===== config.mk =====
export PLATFORM = sky130hd
export DESIGN_NAME = adder_tree_feeder_8bit
export DESIGN_NICKNAME = d
export VERILOG_FILES = /design/src/rtl/adder_tree_pkg.sv /design/src/rtl/adder_tree_result_fifo.sv /design/src/rtl/adder_tree_feeder_8bit.sv
export SDC_FILE = /design/constraint.sdc
export NUM_CORES = 1
export LEC_CHECK = 0
export CAP_MARGIN = 20
export CORE_ASPECT_RATIO = 1.5
export CORE_UTILIZATION = 47
export CTS_CLUSTER_SIZE = 20
export DETAILED_ROUTE_END_ITERATION = 16
export GPL_TIMING_DRIVEN = 0
export PLACE_DENSITY = 0.74
export SLEW_MARGIN = 25
export SYNTH_ARGS = -nofsm -noshare
export SYNTH_HDL_FRONTEND = slang
export SYNTH_SLANG_ARGS = --single-unit

===== constraint.sdc =====
create_clock -name clk -period 3.2 [get_ports clk]
set_clock_uncertainty 0.1 [all_clocks]
set_input_delay 0.48 -clock clk [delete_from_list [all_inputs] [get_ports clk]]
set_output_delay 0.48 -clock clk [all_outputs]
set_load 0.05 [all_outputs]

===== src/rtl/adder_tree_pkg.sv =====
// Shared constants and types for the adder-tree feeder.
// Optional statistics outputs are enabled with ADDER_TREE_FEEDER_STATS_EN.
package adder_tree_pkg;

    localparam int DATA_WIDTH    = 8;
    localparam int NUM_INPUTS    = 32;
    localparam int BEAT_LANES    = 4;
    localparam int TREE_LATENCY  = 5;
    localparam int SUM_WIDTH     = 16;
    localparam int RES_DEPTH     = 2;

    localparam int BEATS_PER_VEC = NUM_INPUTS / BEAT_LANES;
    localparam int IDX_W         = (BEATS_PER_VEC > 1) ? $clog2(BEATS_PER_VEC) : 1;
    localparam int BEAT_W        = BEAT_LANES * DATA_WIDTH;
    localparam int VEC_W         = NUM_INPUTS * DATA_WIDTH;
    localparam int CNT_W         = $clog2(RES_DEPTH + 1);
    // Wide enough for every in-flight launch plus a full FIFO.
    localparam int OUT_W         = $clog2(TREE_LATENCY + RES_DEPTH + 1);

    typedef enum logic [0:0] {
        FILL = 1'b0,
        FULL = 1'b1
    } state_e;

endpackage


===== src/rtl/adder_tree_result_fifo.sv =====
// Small registered-head FIFO holding tree sums; its count feeds credit accounting.
module adder_tree_result_fifo #(
    parameter int WIDTH = 16,
    parameter int DEPTH = 2,
    parameter int CNT_W = $clog2(DEPTH + 1)
) (
    input  logic             clk,
    input  logic             reset,
    input  logic             push,
    input  logic [WIDTH-1:0] push_data,
    input  logic             pop,
    output logic             valid,
    output logic [WIDTH-1:0] head,
    output logic [CNT_W-1:0] count
);

    localparam int PTR_W = (DEPTH > 1) ? $clog2(DEPTH) : 1;

    logic [WIDTH-1:0] mem_q [DEPTH];
    logic [WIDTH-1:0] mem_d [DEPTH];
    logic [PTR_W-1:0] wr_q, wr_d, rd_q, rd_d;
    logic [CNT_W-1:0] cnt_q, cnt_d;
    logic             push_ok, pop_ok;

    function automatic logic [PTR_W-1:0] nxt(input logic [PTR_W-1:0] p);
        return (p == PTR_W'(DEPTH - 1)) ? '0 : p + 1'b1;
    endfunction

    assign pop_ok  = pop && (cnt_q != '0);
    // A full FIFO still takes a push when the head leaves in the same cycle.
    assign push_ok = push && ((cnt_q != CNT_W'(DEPTH)) || pop_ok);

    // Next-state for storage, pointers and occupancy.
    always_comb begin
        mem_d = mem_q;
        wr_d  = wr_q;
        rd_d  = rd_q;
        if (push_ok) begin
            mem_d[wr_q] = push_data;
            wr_d        = nxt(wr_q);
        end
        if (pop_ok) begin
            rd_d = nxt(rd_q);
        end
        cnt_d = cnt_q + CNT_W'(push_ok) - CNT_W'(pop_ok);
    end

    // State registers.
    always_ff @(posedge clk or negedge reset) begin
        if (!reset) begin
            for (int i = 0; i < DEPTH; i++) mem_q[i] <= '0;
            wr_q  <= '0;
            rd_q  <= '0;
            cnt_q <= '0;
        end else begin
            mem_q <= mem_d;
            wr_q  <= wr_d;
            rd_q  <= rd_d;
            cnt_q <= cnt_d;
        end
    end

    assign valid = (cnt_q != '0);
    assign head  = mem_q[rd_q];
    assign count = cnt_q;

endmodule


===== src/rtl/adder_tree_feeder_8bit.sv =====
// Packs 4-lane beats into a 32-lane operand vector, launches it into a fixed
// latency adder tree under credit control, and queues returning sums.
// Define ADDER_TREE_FEEDER_STATS_EN to add stat_vectors / stat_stall outputs.
module adder_tree_feeder_8bit
    import adder_tree_pkg::*;
(
    input  logic                 clk,
    input  logic                 reset,
    input  logic                 in_valid,
    output logic                 in_ready,
    input  logic [BEAT_W-1:0]    in_data,
    input  logic                 in_last,
    output logic [VEC_W-1:0]     tree_inp,
    output logic                 tree_launch,
    input  logic [SUM_WIDTH-1:0] tree_sum,
    output logic                 res_valid,
    input  logic                 res_ready,
    output logic [SUM_WIDTH-1:0] res_data
`ifdef ADDER_TREE_FEEDER_STATS_EN
    ,
    output logic [15:0]          stat_vectors,
    output logic [15:0]          stat_stall
`endif
);

    state_e                                 state_q, state_d;
    logic [IDX_W-1:0]                       idx_q, idx_d;
    logic [BEATS_PER_VEC-1:0][BEAT_W-1:0]   hold_q, hold_d;
    logic [TREE_LATENCY-1:0]                lp_q, lp_d;
    logic [CNT_W-1:0]                       fifo_cnt;
    logic [OUT_W-1:0]                       outstanding;
    logic                                   accept, pop;

    assign in_ready    = reset && (state_q == FILL);
    assign accept      = in_valid && in_ready;
    // Credit check uses the pre-pop count: no same-cycle bypass.
    assign tree_launch = (state_q == FULL) && (outstanding < OUT_W'(RES_DEPTH));
    assign pop         = res_valid && res_ready;
    assign tree_inp    = hold_q;

    // Outstanding = launches still in the tree + sums waiting in the FIFO.
    always_comb begin
        outstanding = OUT_W'(fifo_cnt);
        for (int i = 0; i < TREE_LATENCY; i++) begin
            outstanding = outstanding + OUT_W'(lp_q[i]);
        end
    end

    // Fill/launch sequencing and holding-register updates.
    always_comb begin
        state_d = state_q;
        idx_d   = idx_q;
        hold_d  = hold_q;
        case (state_q)
            FILL: begin
                if (accept) begin
                    hold_d[idx_q] = in_data;
                    if (in_last || (idx_q == IDX_W'(BEATS_PER_VEC - 1))) begin
                        state_d = FULL;
                        idx_d   = '0;
                    end else begin
                        idx_d = idx_q + 1'b1;
                    end
                end
            end
            FULL: begin
                // Clearing on launch makes a short vector's unwritten lanes zero.
                if (tree_launch) begin
                    state_d = FILL;
                    hold_d  = '0;
                end
            end
            default: state_d = FILL;
        endcase
    end

    // Launch pipe mirrors the tree latency; its tail marks sum capture.
    always_comb begin
        lp_d = {lp_q[TREE_LATENCY-2:0], tree_launch};
    end

    // Feeder state registers.
    always_ff @(posedge clk or negedge reset) begin
        if (!reset) begin
            state_q <= FILL;
            idx_q   <= '0;
            hold_q  <= '0;
            lp_q    <= '0;
        end else begin
            state_q <= state_d;
            idx_q   <= idx_d;
            hold_q  <= hold_d;
            lp_q    <= lp_d;
        end
    end

    adder_tree_result_fifo #(
        .WIDTH (SUM_WIDTH),
        .DEPTH (RES_DEPTH),
        .CNT_W (CNT_W)
    ) u_fifo (
        .clk       (clk),
        .reset     (reset),
        .push      (lp_q[TREE_LATENCY-1]),
        .push_data (tree_sum),
        .pop       (pop),
        .valid     (res_valid),
        .head      (res_data),
        .count     (fifo_cnt)
    );

`ifdef ADDER_TREE_FEEDER_STATS_EN
    logic [15:0] stat_vec_q, stat_vec_d, stat_stall_q, stat_stall_d;

    // Saturating launch and credit-stall counters.
    always_comb begin
        stat_vec_d   = stat_vec_q;
        stat_stall_d = stat_stall_q;
        if (tree_launch && (stat_vec_q != 16'hFFFF)) begin
            stat_vec_d = stat_vec_q + 16'd1;
        end
        if ((state_q == FULL) && !tree_launch && (stat_stall_q != 16'hFFFF)) begin
            stat_stall_d = stat_stall_q + 16'd1;
        end
    end

    // Statistics registers.
    always_ff @(posedge clk or negedge reset) begin
        if (!reset) begin
            stat_vec_q   <= '0;
            stat_stall_q <= '0;
        end else begin
            stat_vec_q   <= stat_vec_d;
            stat_stall_q <= stat_stall_d;
        end
    end

    assign stat_vectors = stat_vec_q;
    assign stat_stall   = stat_stall_q;
`endif

endmodule

Word level (Yosys, flattened, before mapping). Cells that the tools add are included. W data, S select, Z words.

Equality and inequality tests: 4. Div/mod/pow operators: 0. Bitwise operators: 3. $add $sub $neg: 10. Muxes and demuxes: 19. Reduce and logical (&&, ||, !) cells: 13. Multipliers: 0. Magnitude comparators: 6. Shifts and indexed selects: 0.

Operators by type and width (count): $mux W256 (2); $pmux W256 S2 (1); $bwmux W256 (1); $demux W32 S3 (1); $mux W16 (4); $bwmux W32 (1); $mux W32 (1); $demux W16 S1 (1); $add A3 B1 Y3 (4); $logic_and A1 B1 Y1 (8); $ne A2 B2 Y1 const B (3); $mux W1 (5); $ge A2 B2 Y1 const B (2); $lt A3 B4 Y1 const B (1); $not A1 Y2 (2); $reduce_and A2 Y1 (2); $add A2 B1 Y3 (1); $add A3 B1 Y3 const B (1); $eq A3 B3 Y1 const B (1); $ge A3 B1 Y1 const B (1); $lt A3 B2 Y1 const B (1); $mux W3 (1); $add A1 B1 Y1 const B (2); $add A2 B1 Y2 (1); other kinds (6) (7).

Memories kept: 0. Flip-flop bits (word level): 301. Logic and storage cells: 71. Latch bits: 0. Output and inout bits: 275. Bits in read-only memories: 0. Bits in writable memories: 0.

Logic depth before layout (Yosys ltp). Gate-level depths: netlist of the first run.

Depth after elaboration: 9. Gate-level depth with buffers: 10. Depth with buffers taken out: 8.

Modules after synthesis. Synthesis of the first run repeated with hierarchy kept, for this count alone.

Cells, all modules: 1621. Area total of the unflattened synthesis: 16251.8 um2.

By module, submodules not included: adder_tree_feeder_8bit (seq. area each 6631.4 um2, cells each 1519, instances 1, area an instance 14559.0 um2); adder_tree_result_fifo (seq. area each 900.9 um2, cells each 102, instances 1, area an instance 1692.9 um2).

Worst setup path before layout of the first run. OpenSTA, ideal clock, no wires.

Path type: reg2out. From: register lp_q[0]. To: output tree_launch. Arrival time: 2.691 ns. Data required time: 2.620 ns. Stages on the path, launching flop included: 10. Path slack: -0.071 ns. Cells stage by stage: dfrtp_1 -> fa_1 -> inv_1 -> fa_1 -> nand2b_1 -> fa_1 -> xnor2_1 -> nor2_4 -> buf_4 -> buf_2.

Longest elaborated chain between the ends: 7.

Ends and longest elaborated chain: start: declaration (line adder_tree_feeder_8bit.sv:29) `logic [TREE_LATENCY-1:0] lp_q, lp_d;`; start signal: assignment (line adder_tree_feeder_8bit.sv:93) `lp_q <= lp_d;`; $add A2 B1 Y3 (line adder_tree_feeder_8bit.sv:45) `outstanding = outstanding + OUT_W'(lp_q[i]);`; $add A3 B1 Y3 (4 in a row) (line adder_tree_feeder_8bit.sv:45); $lt A3 B2 Y1 (line adder_tree_feeder_8bit.sv:37) `assign tree_launch = (state_q == FULL) && (outstanding < OUT_W'(RES_DEPTH));`; $logic_and A1 B1 Y1 (line adder_tree_feeder_8bit.sv:37); end: declaration (line adder_tree_feeder_8bit.sv:14) `output logic tree_launch,`.

No other way between the ends.

Final worst setup path of the first run.
From: register lp_q[1]. To: output tree_launch.

Longest elaborated chain between the ends: 6.

Ends and longest elaborated chain (line): $add A3 B1 Y3 (4 in a row) (adder_tree_feeder_8bit.sv:45); $lt A3 B2 Y1 (adder_tree_feeder_8bit.sv:37); $logic_and A1 B1 Y1 (adder_tree_feeder_8bit.sv:37).

No other way between the ends.

==> flow_summary_export.csv, run 1 <==
group,metric,value,unit
routing,vias,13600,
floorplan,die_area,35100,um^2
yosys,syn_inst,1620,
floorplan,die_x,153,um
place,portBuffers,327,
min_path,worstHoldStart,"lp_q[0]",
yosys,ys_seq_elements,301,
cells_and_area,area_growth,35.6,%
yosys,synth_nets,1681,
pwr,p_per_area,1280,nW/um^2
yosys,synth_compound_area_frac,0.0811,
clock_network,h-tree-depth,1,
routing,drtAntennaViolNets,0,
timing,period_share,1.20,
timing,setup_viol,211,
clock_network,numCtsBuffers,30,
routing,post-route-drc-count,0,
setup_path,arrival,3.27,ns
global_route,overflow,0,
min_path,holdPathStages,0,
clock_network,clockBufferDepth,3,
min_path,holdPathEnd,"lp_q[1]",
floorplan,num_io_pins,328,
yosys,ys_async_sr_fraction,1.00,
floorplan,core_area,33700,um^2
yosys,synth_top_family_by_area,"multiplexers",
setup_path,crit_path_end_kind,"primary output",
routing,wirelength,56.3,mm
timing,maxSlewViolCount,0,
routing,wl_per_cell,23.0,um
clock_network,clk_pin_slew_worst_paths,0.06,ns
cells_and_area,multi_input_area,7670,um^2
global_route,grt_pass1_wl,81.6,mm
clock_network,root_buffer,"clkbuf_16",
place,hpwl,39.6,mm
yosys,syn_avg_cell_area,9.96,um^2
yosys,yosysSeqAreaShare,0.467,
cells_and_area,fin_nets,2066,
setup_path,reg2reg_to,"tree_inp[158]",
cells_and_area,stdcell_count,2449,
outcome,status,"finished, violations left",
cells_and_area,layout-drive-gt1-share,0.115,
yosys,yosys_warnings,0,
pwr,peakVddDrop,0.963,mV
timing,max_freq,260,MHz
timing,final_hold_viol_count,0,
floorplan,rows,82,
timing,whs,0.317,ns
floorplan,start_util,0.480,
outcome,violations,"setup timing",
clock_network,cts.sinks,301,
routing,drt_iter0_drc,757,
global_route,grt_max_degree,84,
place,place_area,20000,um^2
pwr,power,28.0,mW
setup_path,r2r-start,"lp_q[1]",
clock_network,clk_latency,0.56,ns
job,drv_cap,0,
setup_path,path_class,"flop to primary output",
timing,worst_pin_slew,0.804,ns
yosys,synth_xor_area_frac,0.00271,
routing,dr.pass1.iters,5,
setup_path,reg2regPathDepth,12,
clock_network,cts_tree,"yes",
cells_and_area,fillerInstances,2727,
global_route,grt_usage,0.309,
global_route,antenna_found_initial,2,
cells_and_area,fin_area,21900,um^2
timing,slew_headroom,0.464,
setup_path,critPathRequiredTime,2.62,ns
yosys,synth_adder_area_share,0.00760,
yosys,yosys_most_used_dff,"dfrtp_1",
place,place_ws,-1.21,ns
yosys,ys_types,35,
timing,rsz0062_at_grt,"true",
global_route,grt_pass1_vias,13300,
setup_path,worst-path-max-fanout,2,
cells_and_area,ff_latch_area,7530,um^2
min_path,worstHoldPathType,"flop to flop",
yosys,synth_edf_count,0,
yosys,synth_mux_area_frac,0.192,
setup_path,start_kind,"flop",
place,place.gp.congestion,0.861,
routing,viasPerCell,5.57,
pwr,power.leakage,10.8,nW
timing,worst_slack,-0.653,ns
timing,period_needed,3.85,ns
setup_path,regToRegSetupSlack,-0.14,ns
place,dp_cells,2370,
floorplan,dieHeight,229,um
yosys,synth_area,16100,um^2
yosys,synthSimpleGateAreaFrac,0.190,
[metal layers]
metal	share of wire	vias up	routed length (um)	GRT usage
met3	0.070	130	3920	0.0619
met2	0.51	551	28500	0.536
li1	-	6194	-	-
met5	0	-	0	0
met4	0.054	0	3030	0.169
met1	0.37	6758	20900	0.357
[layout make-up]
cell class,instances,share of cell area
antenna,1,0.000114
buffer,165,0.0624
clock buffer,49,0.0431
clock inverter,6,0.00154
inverter,6,0.00103
multi-input combinational,1148,0.351
sequential,301,0.344
tap,420,0.0240
timing repair buffer,353,0.173
[worst max path at each step]
stage / startpoint / depth (start not counted) / slack (ns) / endpoint
6_report: lp_q[1] / 10 / -0.65 / tree_launch
2_1_floorplan: lp_q[0] / 9 / 0.02 / tree_launch
5_1_grt: lp_q[1] / 10 / -0.77 / tree_launch
4_1_cts: lp_q[1] / 10 / -0.75 / tree_launch
3_5_place_dp: lp_q[0] / 10 / -1.21 / tree_launch
3_3_place_gp: reset / 1 / -11.96 / tree_inp[61]
[state kept, by name (all words and copies together), names as in the netlist]
| signal | flops |
|---|---|
| u_fifo.count | 2 |
| lp_q | 5 |
| tree_inp | 256 |
| u_fifo.wr_q | 1 |
| u_fifo.mem_q | 32 |
| state_q | 1 |
| u_fifo.rd_q | 1 |
| idx_q | 3 |
[cells in the mapped netlist (2+ instances only)]
cell type	n	area, um^2
dfrtp_1	301	7530
nand2_1	262	983
mux2i_1	256	2560
nor2b_1	247	1550
o21ai_1	160	801
o21ai_0	100	500
clkbuf_1	84	315
mux2_2	48	541
buf_2	47	235
and4b_1	32	320
buf_6	11	124
and2b_1	10	75.1
buf_12	9	180
buf_4	9	67.6
inv_1	6	22.5
ha_1	5	62.6
clkbuf_2	4	20.0
nand3b_1	4	30.0
fa_1	3	60.1
or3b_1	3	26.3
xnor2_1	3	26.3
nor2_1	2	7.51
xor2_1	2	17.5
[cell usage in the layout (no fill, tap or decap), types with 48 or more instances in the layout]
master           count
clkbuf_1            71
clkbuf_16           51
clkdlybuf4s50_1    322
dfrtp_1            301
mux2_2              48
mux2i_1            256
nand2_1            261
nor2b_1            247
o21ai_0             92
o21ai_1            168
[per-stage QoR]
step / TNS [ns] / util
after CTS: -29.94 / 0.639
after global routing: -42.30 / 0.650
final: -15.33 / 0.650
after detailed placement: -84.43 / 0.595
after global placement: -6347.58 / 0.593
after floorplan: 0 / -
[report_power, final]
group | internal [mW] | total (mW) | switching, mW
registers | 5.45 | 6.73 | 1.28
logic | 6.98 | 17.8 | 10.8
clock network | 2.00 | 3.54 | 1.53
total | 14.4 | 28.0 | 13.6
[what timing repair did]
item                       4_1_cts  5_1_grt
hold endpoints to repair        80      231
setup endpoints to repair      261      258
buffers inserted                 4        2
gates resized for setup        110       32
pin swaps                        4        3
cloned                           0       16
hold buffers                     2        1
[critical path: stages, from the launching register on]
cell	delay [ns]
dfrtp_1	0.40
fa_1	0.54
inv_1	0.05
fa_1	0.42
nand2b_4	0.15
fa_2	0.58
nand2_2	0.08
nor2_4	0.13
buf_8	0.12
buf_12	0.10
buf_12	0.13
[cell families after synthesis]
| group | after synthesis |
|---|---|
| adders and majority gates | 8 |
| xor gates and xnor gates | 5 |
| buffers and inverters | 171 |
| DFF | 301 |
| muxes | 304 |
| AOI/OAI and AO/OA | 261 |
| and+or+nand+nor | 570 |
Power figures use the tool's default switching activity.
==> inputs of run 2 (changes only) <==
Settings changed: CAP_MARGIN 20 to unset, CTS_CLUSTER_SIZE 20 to unset, PLACE_DENSITY 0.74 to 0.85.
==> flow_summary_export.csv, run 2 (synthesized netlist as in run 1, its figures left out) <==
group,metric,value,unit
pwr,peakVddDrop,1.02,mV
job,drv_cap,0,
cells_and_area,layout_commonest_cell,"clkdlybuf4s50_1",
cells_and_area,multi_input_area,7670,um^2
timing,slew_headroom,0.497,
global_route,overflow,0,
floorplan,die_area,35100,um^2
timing,worst_pin_slew,0.755,ns
setup_path,cp_slowest_cell,"fa_1",
pwr,power.leakage,10.9,nW
cells_and_area,largest_register_ffs,256,
clock_network,h-tree-depth,1,
setup_path,start_kind,"flop",
clock_network,numCtsBuffers,30,
routing,wirelength,58.0,mm
setup_path,worst-path-max-fanout,2,
setup_path,critPathRequiredTime,2.62,ns
timing,maxSlewViolCount,0,
routing,viasPerCell,5.75,
pwr,power,28.7,mW
floorplan,rows,82,
cells_and_area,fillerInstances,2479,
timing,period_needed,3.85,ns
global_route,grt_usage,0.319,
cells_and_area,layout-drive-gt1-share,0.121,
place,hpwl,40.3,mm
clock_network,clk_pin_slew_worst_paths,0.06,ns
place,portBuffers,327,
cells_and_area,ff_latch_area,7530,um^2
clock_network,clk_latency,0.57,ns
timing,worst_slack,-0.653,ns
setup_path,path_class,"flop to primary output",
floorplan,die_x,153,um
pwr,p_per_area,1300,nW/um^2
timing,period_share,1.20,
setup_path,cp_top_family,"adder cells",
floorplan,start_util,0.480,
outcome,status,"finished, violations left",
cells_and_area,final_cell_mix,"clkdlybuf4s50_1 (323), dfrtp_1 (301), nand2_1 (261)",
setup_path,crit_buf_inv,4,
global_route,grt_max_degree,88,
setup_path,arrival,3.27,ns
place,place.gp.congestion,0.880,
setup_path,crit_path_end_kind,"primary output",
floorplan,dieHeight,229,um
routing,vias,14100,
place,place_ws,-1.14,ns
clock_network,root_buffer,"clkbuf_16",
cells_and_area,antenna_cells,0,
routing,wl_per_cell,23.6,um
setup_path,crit_chain,"fa_1 -> inv_1 -> fa_1 -> nand2b_4 -> fa_2 -> nand2_2 -> nor2_4 -> buf_6 -> buf_12 -> buf_12",
min_path,worstHoldPathType,"flop to flop",
routing,drt_iter0_drc,1074,
global_route,grt_pass1_wl,84.7,mm
timing,final_hold_viol_count,0,
cells_and_area,fin_nets,2076,
floorplan,core_area,33700,um^2
floorplan,num_io_pins,328,
timing,max_freq,260,MHz
timing,setup_viol,220,
outcome,violations,"setup timing",
clock_network,cts_tree,"yes",
clock_network,clockBufferDepth,3,
cells_and_area,area_growth,36.8,%
routing,drtAntennaViolNets,0,
timing,rsz0062_at_grt,"true",
global_route,grt_pass1_vias,14000,
routing,post-route-drc-count,0,
setup_path,slowest_delay,0.55,ns
clock_network,cts.sinks,301,
routing,dr.pass1.iters,5,
global_route,antenna_found_initial,1,
[run 2: worst paths after layout]
| path | startpoint | end | slack, ns | depth (start not counted) |
|---|---|---|---|---|
| hold / removal | lp_q[0] | lp_q[1] | 0.32 | 0 |
| max in group asynchronous | reset | tree_inp[121] | 1.81 | 4 |
| hold reg to reg | lp_q[0] | lp_q[1] | 0.32 | 0 |
| setup reg to reg | lp_q[0] | tree_inp[225] | -0.27 | 14 |
| setup / recovery | lp_q[0] | tree_launch | -0.65 | 10 |
| min in group asynchronous | reset | tree_inp[41] | 0.44 | 3 |
[run 2: layout make-up]
class	instances	area share
Clock inverter	10	0.00720
Multi-Input combinational cell	1148	0.347
Tap cell	420	0.0238
Inverter	6	0.00102
Sequential cell	301	0.341
Timing Repair Buffer	365	0.178
Buffer	163	0.0598
Clock buffer	45	0.0416
[run 2: stage by stage]
step / instances / TNS (ns) / cell area [um^2] / hold WS (ns) / util
2_1_floorplan: 1620 / 0 / 16100 / 0.0844 / -
3_3_place_gp: 2367 / -6220.37 / 19900 / 0.259 / 0.593
3_5_place_dp: 2370 / -72.96 / 20000 / 0.287 / 0.595
4_1_cts: 2435 / -13.96 / 21600 / 0.323 / 0.643
5_1_grt: 2458 / -59.87 / 22100 / 0.334 / 0.656
6_report: 2458 / -36.79 / 22100 / 0.321 / 0.656
[run 2: what timing repair did]
action                                  CTS  global route
resized for setup                       118            41
hold buffers                              2             1
setup buffers                             7            10
pin swaps                                 1             2
gates cloned                              1            15
endpoints found under the setup margin  260           248
hold endpoints to repair                 67           233
[run 2: routing by layer]
layer  routed length (um)  track usage
met1                20500        0.360
met2                28900        0.558
met3                 4450       0.0551
met4                 4230        0.202
met5                    0            0
[run 2: power breakdown]
| part | switching, mW | total, mW | internal [mW] |
|---|---|---|---|
| logic | 11.0 | 18.0 | 7.08 |
| registers | 1.36 | 6.81 | 5.45 |
| clock network | 1.58 | 3.88 | 2.30 |
| total | 13.9 | 28.7 | 14.8 |
